<file path="src/rtl/mem_ctrl_pkg.sv">
// rtl/mem_ctrl_pkg.sv - shared types, length encodings and helpers for mem_port_ctrl
//
// Purpose : controller state enumeration, req_len field encodings, IO window
//           address prefix, byte-count decode and read-data extension helpers.
// Ports   : none (package).
package mem_ctrl_pkg;

    typedef enum logic [1:0] {
        ST_IDLE    = 2'd0,
        ST_XFER    = 2'd1,
        ST_WAIT_IO = 2'd2,
        ST_FINISH  = 2'd3
    } state_t;

    // req_len[1:0] size codes; req_len[2] requests sign extension on reads.
    localparam logic [1:0] LEN_1B       = 2'd0;
    localparam logic [1:0] LEN_2B       = 2'd1;
    localparam logic [1:0] LEN_4B       = 2'd2;
    localparam int         LEN_SEXT_BIT = 2;

    // addr[17:16] of a write that targets the UART/IO buffer.
    localparam logic [1:0] IO_ADDR_PREFIX = 2'b11;

    // Reserved code 3 and any size larger than the port supports collapse to one byte.
    function automatic logic [2:0] len_bytes(input logic [1:0] code, input int max_bytes);
        logic [2:0] n;
        case (code)
            LEN_2B:  n = 3'd2;
            LEN_4B:  n = 3'd4;
            default: n = 3'd1;
        endcase
        if (int'(n) > max_bytes) begin
            n = 3'd1;
        end
        return n;
    endfunction

    function automatic logic [31:0] extend_rdata(input logic [31:0] raw,
                                                 input logic [2:0]  nbytes,
                                                 input logic        sext);
        logic [31:0] res;
        case (nbytes)
            3'd1:    res = {{24{sext & raw[7]}},  raw[7:0]};
            3'd2:    res = {{16{sext & raw[15]}}, raw[15:0]};
            default: res = raw;
        endcase
        return res;
    endfunction

endpackage

</file>
<file path="src/rtl/mem_port_ctrl_if.sv">
// rtl/mem_port_ctrl_if.sv - requester-side bundle between channels and mem_port_ctrl
//
// Purpose : groups the per-port request vectors and the completion/result path.
// Signals : req_valid/req_wr [NUM_PORTS], req_len [3*NUM_PORTS],
//           req_addr/req_wdata [32*NUM_PORTS], done [NUM_PORTS] one-hot pulse,
//           rdata [32] valid with done.
// Modports: master = requesting channels, slave = controller.
interface mem_port_ctrl_if #(
    parameter int NUM_PORTS = 2
);
    logic [NUM_PORTS-1:0]    req_valid;
    logic [NUM_PORTS-1:0]    req_wr;
    logic [3*NUM_PORTS-1:0]  req_len;
    logic [32*NUM_PORTS-1:0] req_addr;
    logic [32*NUM_PORTS-1:0] req_wdata;
    logic [NUM_PORTS-1:0]    done;
    logic [31:0]             rdata;

    modport master (
        output req_valid, req_wr, req_len, req_addr, req_wdata,
        input  done, rdata
    );

    modport slave (
        input  req_valid, req_wr, req_len, req_addr, req_wdata,
        output done, rdata
    );
endinterface

</file>
<file path="src/rtl/rr_arbiter.sv">
// rtl/rr_arbiter.sv - round-robin request arbiter with accept-driven pointer
//
// Purpose : picks one requester, searching from the port after the last accepted grant.
// Ports   : clk_in, rst_in (sync, active-low); i_req [NUM_PORTS] requests;
//           i_accept grant taken this cycle; o_grant one-hot; o_grant_idx index;
//           o_any some request is granted.
module rr_arbiter #(
    parameter int NUM_PORTS = 2,
    parameter int PTR_W     = (NUM_PORTS > 1) ? $clog2(NUM_PORTS) : 1
) (
    input  logic                 clk_in,
    input  logic                 rst_in,
    input  logic [NUM_PORTS-1:0] i_req,
    input  logic                 i_accept,
    output logic [NUM_PORTS-1:0] o_grant,
    output logic [PTR_W-1:0]     o_grant_idx,
    output logic                 o_any
);
    // r_ptr is the highest-priority port for the next arbitration.
    logic [PTR_W-1:0] r_ptr;

    always_comb begin
        o_grant     = '0;
        o_grant_idx = '0;
        o_any       = 1'b0;
        for (int i = 0; i < NUM_PORTS; i++) begin
            if (!o_any && i_req[(int'(r_ptr) + i) % NUM_PORTS]) begin
                o_any                                     = 1'b1;
                o_grant[(int'(r_ptr) + i) % NUM_PORTS]    = 1'b1;
                o_grant_idx = PTR_W'((int'(r_ptr) + i) % NUM_PORTS);
            end
        end
    end

    always_ff @(posedge clk_in) begin
        if (!rst_in) begin
            r_ptr <= '0;
        end else if (i_accept && o_any) begin
            r_ptr <= PTR_W'((int'(o_grant_idx) + 1) % NUM_PORTS);
        end
    end
endmodule

</file>
<file path="src/rtl/mem_port_ctrl.sv">
// rtl/mem_port_ctrl.sv - multi-port byte-serial memory access controller
//
// Purpose : arbitrates NUM_PORTS requesters onto an 8-bit memory port, serialising
//           1/2/4-byte reads and writes little-endian, with an IO-buffer write stall
//           and pipeline-flush abort of reads.
// Ports   : clk_in, rst_in (sync, active-low), rdy_in (freeze when low),
//           clear_in (flush), io_buffer_full (UART buffer full),
//           mem_din [8] read byte (one cycle after its address),
//           mem_dout [8] / mem_a [32] / mem_wr memory command,
//           bus (mem_port_ctrl_if.slave) per-port requests, done and rdata.
module mem_port_ctrl
    import mem_ctrl_pkg::*;
#(
    parameter int NUM_PORTS   = 2,
    parameter int MAX_BYTES   = 4,
    parameter int IO_STALL_EN = 1
) (
    input  logic        clk_in,
    input  logic        rst_in,
    input  logic        rdy_in,
    input  logic        clear_in,
    input  logic        io_buffer_full,
    input  logic [7:0]  mem_din,
    output logic [7:0]  mem_dout,
    output logic [31:0] mem_a,
    output logic        mem_wr,
    mem_port_ctrl_if.slave bus
);
    localparam int PORT_W = (NUM_PORTS > 1) ? $clog2(NUM_PORTS) : 1;

    state_t               r_state;
    logic [PORT_W-1:0]    r_port;
    logic                 r_wr;
    logic                 r_sext;
    logic [2:0]           r_nbytes;
    logic [2:0]           r_idx;      // byte index issued in XFER
    logic [31:0]          r_addr;
    logic [31:0]          r_wdata;
    logic [31:0]          r_acc;      // read bytes gathered so far
    logic [NUM_PORTS-1:0] r_done;
    logic [31:0]          r_rdata;

    logic                 w_run;
    logic [NUM_PORTS-1:0] w_req_mask;
    logic [NUM_PORTS-1:0] w_grant;
    logic [PORT_W-1:0]    w_gnt_idx;
    logic                 w_any;
    logic                 w_take;
    logic                 w_g_wr;
    logic [2:0]           w_g_len;
    logic [2:0]           w_g_nbytes;
    logic [31:0]          w_g_addr;
    logic [31:0]          w_g_wdata;
    logic                 w_g_stall;
    logic                 w_abort_rd;
    logic [NUM_PORTS-1:0] w_port_oh;
    logic [2:0]           w_cap_idx;
    logic [5:0]           w_cap_sh;
    logic [31:0]          w_cap;
    logic                 w_issue;
    logic                 w_iss_wr;
    logic [31:0]          w_iss_addr;
    logic [7:0]           w_iss_byte;

    assign w_run = rst_in & rdy_in;

    // The port completing this cycle still holds req_valid, so keep it out of the
    // arbitration. Reads being flushed this cycle are not granted at all.
    assign w_req_mask = bus.req_valid & ~r_done & ~({NUM_PORTS{clear_in}} & ~bus.req_wr);

    rr_arbiter #(
        .NUM_PORTS (NUM_PORTS),
        .PTR_W     (PORT_W)
    ) u_arb (
        .clk_in      (clk_in),
        .rst_in      (rst_in),
        .i_req       (w_req_mask),
        .i_accept    (w_take),
        .o_grant     (w_grant),
        .o_grant_idx (w_gnt_idx),
        .o_any       (w_any)
    );

    assign w_take     = w_run && (r_state == ST_IDLE) && w_any;
    assign w_g_wr     = bus.req_wr[w_gnt_idx];
    assign w_g_len    = bus.req_len[3*w_gnt_idx +: 3];
    assign w_g_addr   = bus.req_addr[32*w_gnt_idx +: 32];
    assign w_g_wdata  = bus.req_wdata[32*w_gnt_idx +: 32];
    assign w_g_nbytes = len_bytes(w_g_len[1:0], MAX_BYTES);
    assign w_g_stall  = (IO_STALL_EN != 0) && w_g_wr &&
                        (w_g_addr[17:16] == IO_ADDR_PREFIX) && io_buffer_full;
    assign w_abort_rd = clear_in && !r_wr;

    always_comb begin
        w_port_oh = '0;
        for (int p = 0; p < NUM_PORTS; p++) begin
            w_port_oh[p] = (r_port == PORT_W'(p));
        end
    end

    // Byte arriving on mem_din belongs to the address issued one cycle earlier.
    assign w_cap_idx = (r_state == ST_FINISH) ? (r_nbytes - 3'd1) : (r_idx - 3'd1);
    assign w_cap_sh  = {w_cap_idx, 3'b000};
    assign w_cap     = r_acc | ({24'b0, mem_din} << w_cap_sh);

    // Byte 0 goes out combinationally in the grant (or stall-release) cycle so a
    // transfer costs no idle cycle; later bytes come from the latched fields.
    always_comb begin
        w_issue    = 1'b0;
        w_iss_wr   = 1'b0;
        w_iss_addr = '0;
        w_iss_byte = '0;
        case (r_state)
            ST_IDLE: begin
                if (w_take && !w_g_stall) begin
                    w_issue    = 1'b1;
                    w_iss_wr   = w_g_wr;
                    w_iss_addr = w_g_addr;
                    w_iss_byte = w_g_wdata[7:0];
                end
            end
            ST_WAIT_IO: begin
                if (w_run && !io_buffer_full) begin
                    w_issue    = 1'b1;
                    w_iss_wr   = r_wr;
                    w_iss_addr = r_addr;
                    w_iss_byte = r_wdata[7:0];
                end
            end
            ST_XFER: begin
                if (w_run && !w_abort_rd) begin
                    w_issue    = 1'b1;
                    w_iss_wr   = r_wr;
                    w_iss_addr = r_addr + {29'b0, r_idx};
                    w_iss_byte = r_wdata[{r_idx[1:0], 3'b000} +: 8];
                end
            end
            default: begin
            end
        endcase
    end

    assign mem_wr   = w_issue & w_iss_wr;
    assign mem_a    = w_issue ? w_iss_addr : 32'b0;
    assign mem_dout = mem_wr ? w_iss_byte : 8'b0;

    always_ff @(posedge clk_in) begin
        if (!rst_in) begin
            r_state  <= ST_IDLE;
            r_port   <= '0;
            r_wr     <= 1'b0;
            r_sext   <= 1'b0;
            r_nbytes <= '0;
            r_idx    <= '0;
            r_addr   <= '0;
            r_wdata  <= '0;
            r_acc    <= '0;
            r_done   <= '0;
            r_rdata  <= '0;
        end else if (rdy_in) begin
            r_done  <= '0;
            r_rdata <= '0;
            case (r_state)
                ST_IDLE: begin
                    if (w_any) begin
                        r_port   <= w_gnt_idx;
                        r_wr     <= w_g_wr;
                        r_sext   <= w_g_len[LEN_SEXT_BIT];
                        r_nbytes <= w_g_nbytes;
                        r_addr   <= w_g_addr;
                        r_wdata  <= w_g_wdata;
                        r_acc    <= '0;
                        if (w_g_stall) begin
                            r_state <= ST_WAIT_IO;
                            r_idx   <= 3'd0;
                        end else if (w_g_nbytes == 3'd1) begin
                            if (w_g_wr) begin
                                r_done <= w_grant;
                            end else begin
                                r_state <= ST_FINISH;
                            end
                        end else begin
                            r_state <= ST_XFER;
                            r_idx   <= 3'd1;
                        end
                    end
                end
                ST_WAIT_IO: begin
                    if (!io_buffer_full) begin
                        if (r_nbytes == 3'd1) begin
                            r_done  <= w_port_oh;
                            r_state <= ST_IDLE;
                        end else begin
                            r_state <= ST_XFER;
                            r_idx   <= 3'd1;
                        end
                    end
                end
                ST_XFER: begin
                    if (w_abort_rd) begin
                        r_state <= ST_IDLE;
                    end else begin
                        if (!r_wr) begin
                            r_acc <= w_cap;
                        end
                        if (r_idx == r_nbytes - 3'd1) begin
                            if (r_wr) begin
                                r_done  <= w_port_oh;
                                r_state <= ST_IDLE;
                            end else begin
                                r_state <= ST_FINISH;
                            end
                        end else begin
                            r_idx <= r_idx + 3'd1;
                        end
                    end
                end
                ST_FINISH: begin
                    // Only reads reach FINISH, so a flush here drops the result.
                    if (!clear_in) begin
                        r_done  <= w_port_oh;
                        r_rdata <= extend_rdata(w_cap, r_nbytes, r_sext);
                    end
                    r_state <= ST_IDLE;
                end
                default: r_state <= ST_IDLE;
            endcase
        end
    end

    assign bus.done  = r_done;
    assign bus.rdata = r_rdata;
endmodule

</file>
<file path="src/flat_wrapper.sv">
// flat-port wrapper written by rule: the top's interface ports become plain ports
module mem_port_ctrl_flat import mem_ctrl_pkg::*;
#(
    parameter int NUM_PORTS   = 2,
    parameter int MAX_BYTES   = 4,
    parameter int IO_STALL_EN = 1
)
  (clk_in, rst_in, rdy_in, clear_in, io_buffer_full, mem_din, mem_dout, mem_a, mem_wr, bus_req_valid, bus_req_wr, bus_req_len, bus_req_addr, bus_req_wdata, bus_done, bus_rdata);
  mem_port_ctrl_if #(.NUM_PORTS(NUM_PORTS)) bus_i ();
  input  logic clk_in;
  input  logic rst_in;
  input  logic rdy_in;
  input  logic clear_in;
  input  logic io_buffer_full;
  input  logic [7:0] mem_din;
  output logic [7:0] mem_dout;
  output logic [31:0] mem_a;
  output logic mem_wr;
  input wire logic [$bits(bus_i.req_valid)-1:0] bus_req_valid;
  input wire logic [$bits(bus_i.req_wr)-1:0] bus_req_wr;
  input wire logic [$bits(bus_i.req_len)-1:0] bus_req_len;
  input wire logic [$bits(bus_i.req_addr)-1:0] bus_req_addr;
  input wire logic [$bits(bus_i.req_wdata)-1:0] bus_req_wdata;
  output wire logic [$bits(bus_i.done)-1:0] bus_done;
  output wire logic [$bits(bus_i.rdata)-1:0] bus_rdata;
  assign bus_i.req_valid = bus_req_valid;
  assign bus_i.req_wr = bus_req_wr;
  assign bus_i.req_len = bus_req_len;
  assign bus_i.req_addr = bus_req_addr;
  assign bus_i.req_wdata = bus_req_wdata;
  assign bus_done = bus_i.done;
  assign bus_rdata = bus_i.rdata;
  mem_port_ctrl #(.NUM_PORTS(NUM_PORTS), .MAX_BYTES(MAX_BYTES), .IO_STALL_EN(IO_STALL_EN)) u_core (.clk_in(clk_in), .rst_in(rst_in), .rdy_in(rdy_in), .clear_in(clear_in), .io_buffer_full(io_buffer_full), .mem_din(mem_din), .mem_dout(mem_dout), .mem_a(mem_a), .mem_wr(mem_wr), .bus(bus_i));
endmodule
</file>
<file path="config.mk">
export PLATFORM = sky130hd
export DESIGN_NAME = mem_port_ctrl_flat
export DESIGN_NICKNAME = d
export VERILOG_FILES = /design/src/rtl/mem_ctrl_pkg.sv /design/src/rtl/mem_port_ctrl_if.sv /design/src/rtl/rr_arbiter.sv /design/src/rtl/mem_port_ctrl.sv /design/src/flat_wrapper.sv
export SDC_FILE = /design/constraint.sdc
export NUM_CORES = 1
export LEC_CHECK = 0
export BUFFER_PORTS_ARGS = -buffer_cell sky130_fd_sc_hd__buf_4
export CELL_PAD_IN_SITES_DETAIL_PLACEMENT = 0
export CELL_PAD_IN_SITES_GLOBAL_PLACEMENT = 1
export CORE_UTILIZATION = 39
export CTS_CLUSTER_DIAMETER = 40
export CTS_CLUSTER_SIZE = 40
export DETAILED_ROUTE_END_ITERATION = 16
export HOLD_SLACK_MARGIN = 0.02
export PLACE_DENSITY = 0.89
export SLEW_MARGIN = 20
export SYNTH_ARGS = -nofsm -noshare
export SYNTH_HDL_FRONTEND = slang
export SYNTH_HIERARCHICAL = 1
export SYNTH_SLANG_ARGS = --single-unit
</file>
<file path="constraint.sdc">
create_clock -name clk_in -period 4.04 [get_ports clk_in]
set_input_delay 0.606 -clock clk_in [delete_from_list [all_inputs] [get_ports clk_in]]
set_output_delay 0.606 -clock clk_in [all_outputs]
set_load 0.02 [all_outputs]
</file>
### Word-level counts from Yosys, hierarchy flattened

Cells that the tools add are included.
W data, S select, Z words.

| word-level totals | value |
|---|---|
| bits in registers | 142 |
| bits of input ports | 151 |
| word-level logic and storage cells | 161 |

| cells by class | value |
|---|---|
| add/subtract/negate cells | 6 |
| multipliers | 1 |
| magnitude comparators | 6 |
| equal/unequal tests | 19 |
| shift operators | 5 |
| multiplexer cells | 74 |
| bitwise gates (word level) | 14 |
| reduce and logical (&&, ||, !) cells | 24 |

Operator list:

| operator | count |
|---|---|
| $mux W32 | 9 |
| $pmux W32 S2 | 2 |
| $shiftx A64 B7 Y32 | 2 |
| $pmux W32 S3 | 1 |
| $mux W2 | 20 |
| $add A32 B3 Y32 | 1 |
| $mux W8 | 4 |
| $or A32 B32 Y32 | 1 |
| $shiftx A32 B6 Y8 | 1 |
| $shl A8 B6 Y32 | 1 |
| $mux W3 | 9 |
| $pmux W8 S3 | 1 |
| $mux W1 | 20 |
| $pmux W2 S4 | 2 |
| $logic_and A1 B1 Y1 | 12 |
| $ne A2 B2 Y1 const B | 6 |
| $reduce_and A5 Y1 | 2 |
| $pmux W3 S3 | 1 |
| $eq A2 B2 Y1 const B | 4 |
| $reduce_and A8 Y1 | 1 |
| $and A2 B2 Y2 | 3 |
| $eq A3 B1 Y1 const B | 2 |
| $not A2 Y2 | 3 |
| $pmux W1 S3 | 2 |
| other kinds (27) | 39 |

### Depth between registers and ports, before layout

| depth | value |
|---|---|
| word-level depth | 21 |
| gate-level depth with buffers | 13 |
| gate-level depth less buffers | 10 |

### Cells and area by module

The synthesis kept the hierarchy.

By module, submodules not included:

| module | times used | cells each | area an instance (µm²) | seq. area each (µm²) |
|---|---|---|---|---|
| mem_port_ctrl | 1 | 950 | 7938.9 | 2822.7 |
| rr_arbiter | 1 | 9 | 75.1 | 20.0 |

### Worst setup path after synthesis

OpenSTA, ideal clock, no wires.

| timing | value |
|---|---|
| path type | in2reg |
| start point | input port clear_in |
| end point | register u_core.r_idx[2] |
| setup time | 116 ps |
| arrival time | 3397 ps |
| setup slack | 527 ps |
| stages | 13 |
| path buffers | 3 |
| cells stage by stage | nor2b_1 -> nor3b_1 -> a21boi_0 -> buf_2 -> buf_1 -> buf_2 -> mux2i_1 -> inv_1 -> ha_1 -> nand2_1 -> o211a_1 -> o2bb2ai_1 -> a31o_2 |

| on the way | value |
|---|---|
| cells in the longest elaborated chain, start to end | 18 |
| elaborated cells on any way between the ends | 36 |

RTL lines:

| element | line | text |
|---|---|---|
| from (decl) | flat_wrapper.sv:13 | `input logic clear_in;` |
| $and A2 B2 Y2 (*) | mem_port_ctrl.sv:69 | `assign w_req_mask = bus.req_valid & ~r_done & ~({NUM_PORTS{clear_in}} & ~bus.req_wr);` |
| $not A2 Y2 (*) | mem_port_ctrl.sv:69 |  |
| $and A2 B2 Y2 (*) | mem_port_ctrl.sv:69 |  |
| named net u_core.w_req_mask[1] | mem_port_ctrl.sv:44 | `logic [NUM_PORTS-1:0] w_req_mask;` |
| $mux W1 (not written as such) (2 in series) | rr_arbiter.sv:27 | `if (!o_any && i_req[(int'(r_ptr) + i) % NUM_PORTS]) begin` |
| $mux W1 | rr_arbiter.sv:27 |  |
| $logic_not A1 Y1 | rr_arbiter.sv:27 |  |
| $logic_and A1 B1 Y1 | rr_arbiter.sv:27 |  |
| (+1 left out) | n/a |  |
| named net u_core.w_gnt_idx | mem_port_ctrl.sv:46 | `logic [PORT_W-1:0] w_gnt_idx;` |
| (+2 left out) | n/a |  |
| $eq A2 B2 Y1 or $eq A2 B1 Y1 (tied branches) | mem_ctrl_pkg.sv:27 | `case (code)` |
| $pmux W3 S2 (*) | mem_ctrl_pkg.sv:27 |  |
| $gt A3 B3 Y1 | mem_ctrl_pkg.sv:32 | `if (int'(n) > max_bytes) begin` |
| $mux W3 (*) | mem_ctrl_pkg.sv:32 |  |
| named net u_core.w_g_nbytes[0] | mem_port_ctrl.sv:51 | `logic [2:0] w_g_nbytes;` |
| $eq A3 B1 Y1 (*) | mem_port_ctrl.sv:176 | `end else if (w_g_nbytes == 3'd1) begin` |
| $ne A3 B2 Y1 (no source line) (*) | n/a |  |
| $reduce_and A8 Y1 (no source line) (*) | n/a |  |
| to (signal assigned) | mem_port_ctrl.sv:214 | `r_idx <= r_idx + 3'd1;` |
| to (decl) | mem_port_ctrl.sv:36 | `logic [2:0] r_idx;` |

The timed path passes the listed nets; every way through them passes the cells marked *. The select of a mux whose other input is x is not followed.
A chain may end at the register's enable or synchronous reset.

### Final worst setup path

| timing | value |
|---|---|
| start point | input port clear_in |
| end point | output port mem_a[4] |

| on the way | value |
|---|---|
| cells in the longest elaborated chain, start to end | 18 |
| elaborated cells on any way between the ends | 33 |

RTL lines:

| element | line | text |
|---|---|---|
| $and A2 B2 Y2 (*) | mem_port_ctrl.sv:69 |  |
| $not A2 Y2 (*) | mem_port_ctrl.sv:69 |  |
| $and A2 B2 Y2 (*) | mem_port_ctrl.sv:69 |  |
| named net u_core.w_req_mask[1] | mem_port_ctrl.sv:44 |  |
| $mux W1 (not written as such) (2 in series) | rr_arbiter.sv:27 |  |
| $mux W1 | rr_arbiter.sv:27 |  |
| $logic_not A1 Y1 | rr_arbiter.sv:27 |  |
| $logic_and A1 B1 Y1 | rr_arbiter.sv:27 |  |
| (+1 left out) | n/a |  |
| named net u_core.w_gnt_idx | mem_port_ctrl.sv:46 |  |
| (+1 left out) | n/a |  |
| $eq A2 B2 Y1 or $mux W1 (tied branches) | mem_port_ctrl.sv:91, mem_port_ctrl.sv:85 |  |
| $logic_and A1 B1 Y1 | mem_port_ctrl.sv:90 | `assign w_g_stall = (IO_STALL_EN != 0) && w_g_wr &&` |
| $logic_and A1 B1 Y1 | mem_port_ctrl.sv:91 | `(w_g_addr[17:16] == IO_ADDR_PREFIX) && io_buffer_full;` |
| $logic_not A1 Y1 | mem_port_ctrl.sv:115 | `if (w_take && !w_g_stall) begin` |
| $logic_and A1 B1 Y1 | mem_port_ctrl.sv:115 |  |
| $mux W32 or $mux W1 (tied branches) | mem_port_ctrl.sv:115 |  |
| $pmux W32 S3 or $pmux W1 S3 (tied branches) | mem_port_ctrl.sv:113 | `case (r_state)` |
| $mux W32 (*) | mem_port_ctrl.sv:144 | `assign mem_a = w_issue ? w_iss_addr : 32'b0;` |
| to (decl) | flat_wrapper.sv:17 | `output logic [31:0] mem_a;` |

Marked as above.

==> metrics.md <==
| Metric | Value |
|---|---|
| Status | `completed` |
| Worst Hold Class | `reg -> reg` |
| Max Buffers Root-to-Sink | `2` |
| Rows | `52` |
| Number of global-route vias before repair | `slightly below 8,000` |
| Worst reg-to-reg setup slack | `between 800 and 900 ps` |
| Gr usage total | `about a quarter` |
| Clock skew | `12.9 ps` |
| Buffer count from post-CTS setup fixing | `0` |
| Setup Crit Path Kind | `in -> out` |
| CTS H-Tree Depth | `4` |
| EDFF count, synth | `0` |
| Yosys reg bits | `between 100 and 150` |
| WL per Instance | `around 18 µm` |
| R2r worst-path depth | `11` |
| Residual DRC | `0` |
| Gpl congestion | `about 0.90` |
| Most frequent cells in the layout | `249 x buf_4, 142 x dfxtp_1, 103 x nand2_1` |
| Crit Path Max Fanout | `11` |
| Latest clock arrival within the worst-skew pair | `420 ps` |
| First-pass GRT wire length | `between 40 and 50 mm` |
| Drt total wl | `25.4 mm` |
| N_diodes | `0` |
| Sequential Power Share | `about two fifths` |
| Worst r2r dst | `u_core/r_idx[2]` |
| Sequential area share after synthesis | `between 30% and 40%` |
| Final core occ | `a little over half` |
| P_leak | `roughly 0.0044 µW` |
| DRT Pass-1 Iters | `8` |
| CTS tree | `built` |
| Critical Path End Type | `output pin` |
| Crit Reg-Reg Startpoint | `u_core/bus.done[1]` |
| Mapped cell area | `8010 µm²` |
| CTS buffer count | `17` |
| GRT overflow | `0` |
| Core ar. | `approximately 20,000 µm²` |
| TritonCTS Sinks | `~140` |
| Hold Startpoint | `u_core/r_wdata[10]` |
| Synth warn | `6` |
| Internal | `roughly 2700 µW` |
| Final Cycle Share | `just over 90%` |
| Finished Layout Cells | `approximately 1,400` |
| Post-synth top flop | `dfxtp_1` |
| Vias/cell | `5.65` |
| Root buffer cell | `clkbuf_16` |
| Post-CTS Hold Buffers | `0` |
| Worst Setup SP | `clear_in` |
| Max VDD drop | `0.288 mV` |
| Asr flop ratio synth | `0%` |
| Worst-Margin Slew | `839 ps` |
| FILL cells | `between 1,500 and 2,000` |
| Clock slew at reported path FFs | `roughly 60 ps` |
| Full die area | `around 21,000 µm²` |
| Worst Hold Endpoint | `u_core/r_wdata[10]` |
| CP Data Arrival Time | `between 3000 and 4000 ps` |
| Initial drt markers | `677` |
| Power Density | `385 nW/µm²` |
| Total of max-cap violations | `0` |
| Endpoints failing hold | `0` |
| Final setup TNS | `0 ps` |
| Resized cells post-CTS | `0` |
| Pins over their slew limit | `0` |
| Post-Synthesis Cells | `about 960` |
| Sw Share | `between 30% and 40%` |
| # nets final | `around 1,300` |
| Initial antenna violation count | `0` |
| IO buf count | `~230` |
| Largest net degree at the start of global routing | `slightly above 60` |
| Dpl hpwl | `18.3 mm` |
| Avg Inst Size Synth | `~8.4 µm²` |
| Synth-to-Final Area Change | `31.4%` |
| Post-Place Cells | `1,402` |
| Post-route ant nets | `0` |
| Layout cells sized above 1 | `roughly 27%` |
| Initial core utilization | `between 30 and 40%` |
| Worst slew margin | `a little over two fifths` |
| Synth cell types | `between 70 and 80` |
| Psw | `1340 µW` |
| DR vias | `between 8,000 and 9,000` |
| Commonest non-fill, non-tap cell in the layout | `buf_4` |
| Final setup fails | `0` |
| RSZ-0062 raised after global routing | `no` |
| Syn Nets | `approximately 1,100` |
| Die height | `145 µm` |
| Min Tclk post-route | `3750 ps` |
| Setup crit start kind | `input port` |
| Data required, critical path | `3430 ps` |
| Hold Path Stages | `2` |
| Io pins | `around 230` |
| Comb pwr share | `between 20% and 30%` |
| Clock group share of total power | `between 30% and 40%` |
| Die X-Extent | `between 100 and 150 µm` |
| WHS | `roughly 450 ps` |
| Max frequency | `approximately 270 MHz` |
[Yosys cell counts, drive strengths merged (19+ instances only)]
master / count / share of area, %
dfxtp: 142 / 35
nand2: 104 / 4.9
nor2: 85 / 4.0
o21ai: 76 / 4.7
a21oi: 66 / 4.1
mux2i: 65 / 8.1
clkbuf: 51 / 2.4
a22o: 28 / 3.1
a21o: 27 / 2.5
buf: 27 / 1.6
a31oi: 25 / 2.0
nand3: 23 / 1.4
a211o: 20 / 2.2
inv: 19 / 0.89
[power groups by stage]
stage	combinational [µW]	clock, µW	sequential [µW]
finish	983	1480	1580
global placement	970	0	1610
CTS	977	1510	1580
global route	1070	1560	1590
detailed placement	973	0	1610
floorplan	645	0	1580
[critical path, cell delays in order]
cell	delay, ps
buf_4	120
nor2b_1	130
nor3b_1	270
a21boi_4	280
and4b_1	230
o21ai_1	410
and2_1	440
buf_4	260
a21oi_1	80
a21oi_1	150
buf_4	160
[cells by family after synthesis]
group           count (synthesis)  share of synthesized area, %
flops                         142                          35.5
xor+xnor                        8                          1.06
mux                            80                          11.4
simple gates                  304                          18.4
buf+inv                        97                          4.89
fa+ha+maj                      15                          2.44
compound gates                313                          26.4
[stage by stage]
| step | power, µW | setup slack (ps) | cell area, µm² |
|---|---|---|---|
| floorplan | 2220 | 527 | 8010 |
| global placement | 2580 | 442 | 9970 |
| global route | 4220 | 141 | 10500 |
| finish | 4050 | 289 | 10500 |
| detailed placement | 2580 | 408 | 9980 |
| CTS | 4070 | 385 | 10500 |
[flip-flops by register name, summed over array words and instances, names as in the netlist, named ones only]
signal and flops:
u_core/bus.done 2, u_core/bus.rdata 32, u_core/r_acc 32, u_core/r_addr 32, u_core/r_idx 3, u_core/r_nbytes 3, u_core/r_port 1, u_core/r_sext 1
u_core/r_state 2, u_core/r_wdata 32, u_core/r_wr 1
[final cells by class]
type | count | area [µm²] | area share, %
tap | 270 | 338 | 3.21
clock inverter | 14 | 123 | 1.16
sequential | 142 | 2840 | 27.0
timing repair buffer | 251 | 1910 | 18.1
inverter | 19 | 71.3 | 0.677
multi-input combinational | 720 | 4820 | 45.8
clock buffer | 18 | 429 | 4.08
[layer usage]
metal,global-route usage (%),share of wire (%),vias up
met2,38.1,46,312
li1,-,-,3934
met3,3.48,5.9,41
met5,0,0,-
met1,32.5,45,3820
met4,9.32,2.3,0
[worst max path at each step]
stage	slack, ps	to	cells past startpoint
global route	140	mem_dout[2]	11
global placement	440	mem_dout[2]	11
detailed placement	410	mem_a[4]	11
finish	290	mem_a[4]	11
CTS	380	mem_a[4]	11
floorplan	530	u_core/r_idx[2]	13
Note: power is estimated with default switching activity, not from simulation.
